$ cat config.mk
export PLATFORM = sky130hd
export DESIGN_NAME = rx_frame_monitor
export DESIGN_NICKNAME = d
export VERILOG_FILES = /design/src/rtl/rx_frame_monitor.sv
export SDC_FILE = /design/constraint.sdc
export NUM_CORES = 1
export LEC_CHECK = 0
export BUFFER_PORTS_ARGS = -buffer_cell sky130_fd_sc_hd__clkbuf_2
export CORE_ASPECT_RATIO = 0.9
export CORE_MARGIN = 10
export CORE_UTILIZATION = 57
export DETAILED_ROUTE_END_ITERATION = 8
export PLACE_DENSITY_LB_ADDON = 0.05
export SLEW_MARGIN = 0
export SYNTH_ARGS = -nofsm -noshare
export SYNTH_HDL_FRONTEND = slang
export SYNTH_SLANG_ARGS = --single-unit
$ cat constraint.sdc
create_clock -name clk156 -period 7.4 [get_ports clk156]
set_input_delay 1.48 -clock clk156 [delete_from_list [all_inputs] [get_ports clk156]]
set_output_delay 1.48 -clock clk156 [all_outputs]
set_load 0.03 [all_outputs]
$ cat src/rtl/rx_frame_monitor.sv
// -----------------------------------------------------------------------------
// rx_frame_monitor
//
// Receive-side statistics collector for the 10G MAC receive client interface,
// running entirely on the 156.25 MHz MAC clock. It measures every frame from
// its per-beat byte-valid lanes and classifies it on the end-of-frame strobe.
// The results are published through an atomic snapshot-and-clear.
//
// Parameters
//   RUNT_LEN      frames shorter than this are runts
//   MAX_STD_LEN   frames longer than this are jumbo
//   CNT_W         width of every frame counter
//
// Ports
//   clk156         in   MAC receive clock
//   reset_n        in   asynchronous active-low reset
//   rx_data        in   receive data (observed only, never interpreted)
//   rx_data_valid  in   per-byte valid, lane 0 = bits 7:0
//   rx_good_frame  in   end-of-frame strobe, frame good
//   rx_bad_frame   in   end-of-frame strobe, frame bad (wins over good)
//   snap_req       in   pulse: snapshot live counters and clear them
//   snap_ack       out  pulse one cycle after the snapshot edge
//   good_frames    out  snapshot good-frame count
//   bad_frames     out  snapshot bad-frame count
//   good_bytes     out  snapshot sum of good-frame lengths
//   runt_frames    out  snapshot runt count (good or bad)
//   jumbo_frames   out  snapshot jumbo count (good or bad)
//   max_frame_len  out  snapshot largest good-frame length
//   mon_data       out  registered rx_data
//   mon_valid      out  registered rx_data_valid
// -----------------------------------------------------------------------------
module rx_frame_monitor #(
    parameter int RUNT_LEN    = 64,
    parameter int MAX_STD_LEN = 1518,
    parameter int CNT_W       = 32
) (
    input  logic             clk156,
    input  logic             reset_n,
    input  logic [63:0]      rx_data,
    input  logic [7:0]       rx_data_valid,
    input  logic             rx_good_frame,
    input  logic             rx_bad_frame,
    input  logic             snap_req,
    output logic             snap_ack,
    output logic [CNT_W-1:0] good_frames,
    output logic [CNT_W-1:0] bad_frames,
    output logic [47:0]      good_bytes,
    output logic [CNT_W-1:0] runt_frames,
    output logic [CNT_W-1:0] jumbo_frames,
    output logic [15:0]      max_frame_len,
    output logic [63:0]      mon_data,
    output logic [7:0]       mon_valid
);

    localparam logic [15:0]      RUNT_LEN_C    = 16'(RUNT_LEN);
    localparam logic [15:0]      MAX_STD_LEN_C = 16'(MAX_STD_LEN);
    localparam logic [CNT_W-1:0] CNT_ONE       = {{(CNT_W-1){1'b0}}, 1'b1};
    localparam logic [CNT_W-1:0] CNT_ZERO      = {CNT_W{1'b0}};

    // Number of set bits in a byte-valid vector. Any pattern is counted,
    // so an illegal non-contiguous valid still contributes its lane count.
    function automatic logic [3:0] popcount8(input logic [7:0] v);
        logic [3:0] n;
        n = 4'd0;
        for (int i = 0; i < 8; i++) begin
            n = n + {3'd0, v[i]};
        end
        return n;
    endfunction

    // 16-bit length plus a beat byte count, pinned at 0xFFFF instead of
    // wrapping so an oversize frame still reads as "very long".
    function automatic logic [15:0] sat_add16(input logic [15:0] a,
                                              input logic [3:0]  b);
        logic [16:0] s;
        s = {1'b0, a} + {13'd0, b};
        return s[16] ? 16'hFFFF : s[15:0];
    endfunction

    // Stage-1 registers (mon_data / mon_valid double as the data/valid stage)
    logic             good_r;
    logic             bad_r;
    logic             snap_r;

    // Frame-length accumulator and live counters
    logic [15:0]      acc_r;
    logic [CNT_W-1:0] good_cnt_r;
    logic [CNT_W-1:0] bad_cnt_r;
    logic [47:0]      good_bytes_r;
    logic [CNT_W-1:0] runt_cnt_r;
    logic [CNT_W-1:0] jumbo_cnt_r;
    logic [15:0]      max_len_r;
    logic             snap_d_r;

    // Combinational next values
    logic [3:0]       beat_bytes_s;
    logic [15:0]      frame_len_s;
    logic             eof_s;
    logic [15:0]      acc_nx_s;
    logic [CNT_W-1:0] good_cnt_nx_s;
    logic [CNT_W-1:0] bad_cnt_nx_s;
    logic [47:0]      good_bytes_nx_s;
    logic [CNT_W-1:0] runt_cnt_nx_s;
    logic [CNT_W-1:0] jumbo_cnt_nx_s;
    logic [15:0]      max_len_nx_s;

    // Stage 1: register every MAC input
    always_ff @(posedge clk156 or negedge reset_n) begin
        if (!reset_n) begin
            mon_data  <= 64'd0;
            mon_valid <= 8'd0;
            good_r    <= 1'b0;
            bad_r     <= 1'b0;
            snap_r    <= 1'b0;
        end else begin
            mon_data  <= rx_data;
            mon_valid <= rx_data_valid;
            good_r    <= rx_good_frame;
            bad_r     <= rx_bad_frame;
            snap_r    <= snap_req;
        end
    end

    // Beat size and the running frame length including this beat. The MAC
    // never starts a new frame in a strobe cycle, so on a strobe the whole
    // sum belongs to the ending frame.
    always_comb begin
        beat_bytes_s = popcount8(mon_valid);
        frame_len_s  = sat_add16(acc_r, beat_bytes_s);
        eof_s        = good_r | bad_r;
    end

    // Next accumulator and live-counter values, including classification
    // of a frame ending this cycle
    always_comb begin
        acc_nx_s        = frame_len_s;
        good_cnt_nx_s   = good_cnt_r;
        bad_cnt_nx_s    = bad_cnt_r;
        good_bytes_nx_s = good_bytes_r;
        runt_cnt_nx_s   = runt_cnt_r;
        jumbo_cnt_nx_s  = jumbo_cnt_r;
        max_len_nx_s    = max_len_r;
        if (eof_s) begin
            acc_nx_s = 16'd0;
            // A bad strobe overrides a simultaneous good strobe
            if (bad_r) begin
                bad_cnt_nx_s = bad_cnt_r + CNT_ONE;
            end else begin
                good_cnt_nx_s   = good_cnt_r + CNT_ONE;
                good_bytes_nx_s = good_bytes_r + {32'd0, frame_len_s};
                if (frame_len_s > max_len_r) begin
                    max_len_nx_s = frame_len_s;
                end else begin
                    max_len_nx_s = max_len_r;
                end
            end
            // Size classes apply to good and bad frames alike
            if (frame_len_s < RUNT_LEN_C) begin
                runt_cnt_nx_s = runt_cnt_r + CNT_ONE;
            end else begin
                runt_cnt_nx_s = runt_cnt_r;
            end
            if (frame_len_s > MAX_STD_LEN_C) begin
                jumbo_cnt_nx_s = jumbo_cnt_r + CNT_ONE;
            end else begin
                jumbo_cnt_nx_s = jumbo_cnt_r;
            end
        end else begin
            acc_nx_s = frame_len_s;
        end
    end

    // Live counters, snapshot registers and acknowledge. A snapshot takes
    // the next values so a frame committing on the same edge is included,
    // while the accumulator keeps running so an in-flight frame is counted
    // whole in the following interval.
    always_ff @(posedge clk156 or negedge reset_n) begin
        if (!reset_n) begin
            acc_r         <= 16'd0;
            good_cnt_r    <= CNT_ZERO;
            bad_cnt_r     <= CNT_ZERO;
            good_bytes_r  <= 48'd0;
            runt_cnt_r    <= CNT_ZERO;
            jumbo_cnt_r   <= CNT_ZERO;
            max_len_r     <= 16'd0;
            good_frames   <= CNT_ZERO;
            bad_frames    <= CNT_ZERO;
            good_bytes    <= 48'd0;
            runt_frames   <= CNT_ZERO;
            jumbo_frames  <= CNT_ZERO;
            max_frame_len <= 16'd0;
            snap_d_r      <= 1'b0;
            snap_ack      <= 1'b0;
        end else begin
            acc_r    <= acc_nx_s;
            snap_d_r <= snap_r;
            snap_ack <= snap_d_r;
            if (snap_r) begin
                good_frames   <= good_cnt_nx_s;
                bad_frames    <= bad_cnt_nx_s;
                good_bytes    <= good_bytes_nx_s;
                runt_frames   <= runt_cnt_nx_s;
                jumbo_frames  <= jumbo_cnt_nx_s;
                max_frame_len <= max_len_nx_s;
                good_cnt_r    <= CNT_ZERO;
                bad_cnt_r     <= CNT_ZERO;
                good_bytes_r  <= 48'd0;
                runt_cnt_r    <= CNT_ZERO;
                jumbo_cnt_r   <= CNT_ZERO;
                max_len_r     <= 16'd0;
            end else begin
                good_cnt_r    <= good_cnt_nx_s;
                bad_cnt_r     <= bad_cnt_nx_s;
                good_bytes_r  <= good_bytes_nx_s;
                runt_cnt_r    <= runt_cnt_nx_s;
                jumbo_cnt_r   <= jumbo_cnt_nx_s;
                max_len_r     <= max_len_nx_s;
            end
        end
    end

endmodule

==> run metrics <==
total length of routed wires=50630 um; width of the die=220.9 um; mean area per synthesized cell=10.28 um^2; Top Registers=mon_data: 64 flops, good_bytes: 48 flops, good_bytes_r: 48 flops; Yosys warning count=0; Area growth syn-to-layout=17.99%; hpwl dp=35860 um; accumulated negative setup slack=0 ns; RSZ-0062 raised after global routing=no; pins over their slew limit=0; Power per Cell Area=258.1 nW/um^2; global-route total usage across every layer=0.2265; largest register by flop count=mon_data; leading register cell type out of synthesis=dfrtp_1; via count of the first global-routing pass=15320; worst hold slack=0.3504 ns; Max Fanout on Critical Path=17; Placed Instances=2753; launching element type of the critical path=register; Storage cell area=11940 um^2; number of sinks on the clock net=477; met2 track demand over resource in global routing=0.3358; TritonCTS clock tree=built; synthesized netlist cell count=2013; slew of the pin with the lowest slew margin=1.207 ns; number of flip-flops and latches in the synthesized netlist=477; xor/xnor cell area share of the yosys netlist=0.06008; clock tree buffer depth=3; count of cells along the worst register-to-register path=22; post-layout instance count excluding filler cells=2833; slack of the worst reg-to-reg path=0.71 ns; fraction of final layout cells sized beyond drive strength 1=0.1969; clock period minus final worst setup slack=6.686 ns; antenna fix cells=0; via/cell ratio=5.517; top post-synthesis cells by area=dfrtp_1 58%, nor2_1 7.1%, a21oi_1 5.0%; average wire per cell in the routed design=17.87 um; number of fill cells in the layout=2884; first-pass GRT wire length=83480 um; Synth Area in Simple Gates=0.1809; ANT nets after route=0; Post-Syn Area=20700 um^2; floorplan die height=200.8 um; Post-Synth Adder-Cell Area=0.03119; Final Instance Area=24420 um^2; combinational family with the most area after synthesis=simple AND/OR/NAND/NOR gates; Post-Synthesis Net Count=2138; Worst Hold Path Cells=0; Placer Congestion=0.8672; highest-utilization routing layer at the global route stage=met2; type of the worst setup path=reg2reg; Top Ports=342; count of flip-flops with a built-in enable after synthesis=0; Worst Skew=0.02257 ns; Worst VDD drop=0.1967 mV; Die Footprint=44350 um^2; required time of the critical path=7.80 ns; antenna violations before repair=0; synthesized-area fraction occupied by ao, oa, aoi and oai cells=0.1079; port bufs=341; final worst-path cycle share=0.9036; status=complete, no violations; total gr overflow=0; Post-CTS Hold Buffers=0; count of vias placed by the detailed router=15630; largest net degree at the start of global routing=236; violation count after the first detailed-routing iteration=1230; TritonCTS buffer count=47; buffer count from post-CTS setup fixing=0; depth of the CTS H-tree=2; post-synth top area share=0.5766; Post-CTS Resized=0; Core Area=36000 um^2; final hold vios=0; DRC violations left=0; post-synthesis cell type with the largest combined area=dfrtp_1; number of distinct library cells after synthesis=69; standby leakage power=11.66 nW; share of async-settable or async-resettable flops after synthesis=1.000; endpoint type of the worst setup path=register; critical path data arrival time=7.09 ns; final setup violating endpoints=0; upper clock frequency limit=0.1496 GHz; global-route met1 utilization=0.3275; proportion of synthesized area in mux cells=0.01517; first-pass detailed-route iteration total=7; number of flip-flops under the largest register name=64; met3 Resource Use GR=0.05808; net total in the final layout=2451; area of placed instances=22820 um^2; Multi-input gate area=8200 um^2; Root Buffer Master=clkbuf_16; max_slew headroom=0.1925; max-cap check violation count=0; clock-pin slew on the worst setup and hold paths=0.07 ns; sequential area share after synthesis=0.5766; num rows=66; path category of the worst min-delay check=reg2reg; starting utilization of the core area=0.5749; Skew-Pair Late Insertion Delay=0.58 ns
## routing by layer
metal	share of wire	vias up
met3	0.070	63
met4	0.015	0
met5	0	-
li1	-	7586
met1	0.47	7580
met2	0.45	402
## per-stage QoR
stage          total power [W]  utilization  setup slack (ns)
5_1_grt               0.006586       0.6783            0.1349
6_report              0.006304       0.6783            0.7137
4_1_cts               0.006372       0.6783            0.7321
3_3_place_gp          0.003854       0.6339            0.9603
2_1_floorplan         0.003512            -             1.205
3_5_place_dp          0.003871       0.6339            0.8130
## cells in the final DEF, fill, tap and decap left out, drive strengths merged, types with 7 or more instances in the layout
cell,netlist,final
buf,16,19
a21oi,207,207
nor4,28,28
xnor2,92,92
clkbuf,79,404
nor2,393,393
dfrtp,477,477
nand3,55,55
a211oi,9,9
o31ai,12,12
nor3b,10,10
a21o,20,20
a31oi,36,36
and2,18,18
clkinv,0,7
nand4,38,38
ha,42,42
nand2,108,108
inv,53,54
and4,9,9
xor2,50,50
mux2i,28,28
and3,39,39
o21ai,57,57
or3,19,19
or4,12,12
nor3,29,29
## where the power goes
part	internal (W)	leakage (nW)	switching [W]	total [W]
Combinational	0.000326	4.67	0.000682	0.00101
Clock	0.00149	0.781	0.000998	0.00248
Sequential	0.00274	6.21	0.0000767	0.00281
## worst max-delay path: stages, from the launching register on
cell and delay [ns]:
dfrtp_1 0.40, fa_1 0.55, inv_1 0.05, fa_1 0.45, fa_1 0.51, fa_1 0.24
inv_1 0.07, fa_1 0.43, a211oi_2 0.39, nor2_1 0.18, nand4_1 0.48, nand2_1 0.21
ha_1 0.26, fa_1 0.41, a21o_1 0.20, a21oi_1 0.21, o21ai_0 0.23, nor2b_1 0.22
a221oi_2 0.23, buf_4 0.29, nor4_1 0.12, xnor2_1 0.25, a21oi_1 0.13
## cells by family after synthesis
group,after synthesis
AO/OA/AOI/OAI,379
XOR/XNOR,142
adder cells (fa/ha/maj),48
buffers and inverters,148
flip-flops,477
multiplexers,31
AND/OR/NAND/NOR,788
## cell usage after synthesis (39+ instances only)
cell type / n
a21oi_1: 206
and3_1: 39
clkbuf_1: 78
dfrtp_1: 477
ha_1: 42
inv_1: 53
nand2_1: 108
nand3_1: 55
nor2_1: 393
o21ai_0: 53
xnor2_1: 92
xor2_1: 50
## final timing paths
path / start / to
max: mon_valid[0]$_DFF_PN0_ / good_bytes[36]$_DFFE_PN0P_
max reg2reg: mon_valid[0]$_DFF_PN0_ / good_bytes[36]$_DFFE_PN0P_
min: snap_d_r$_DFF_PN0_ / snap_ack$_DFF_PN0_
max in group asynchronous: reset_n / good_frames[2]$_DFFE_PN0P_
min in group asynchronous: reset_n / mon_data[29]$_DFF_PN0_
min reg2reg: snap_d_r$_DFF_PN0_ / snap_ack$_DFF_PN0_
## layout make-up
type / instances / share of cell area
Timing Repair Buffer: 359 / 0.07736
Tap cell: 476 / 0.02439
Clock inverter: 16 / 0.01009
Clock buffer: 64 / 0.05538
Sequential cell: 477 / 0.4889
Multi-Input combinational cell: 1388 / 0.3358
Inverter: 53 / 0.008146
No activity file was read; power rests on OpenSTA's default activity.
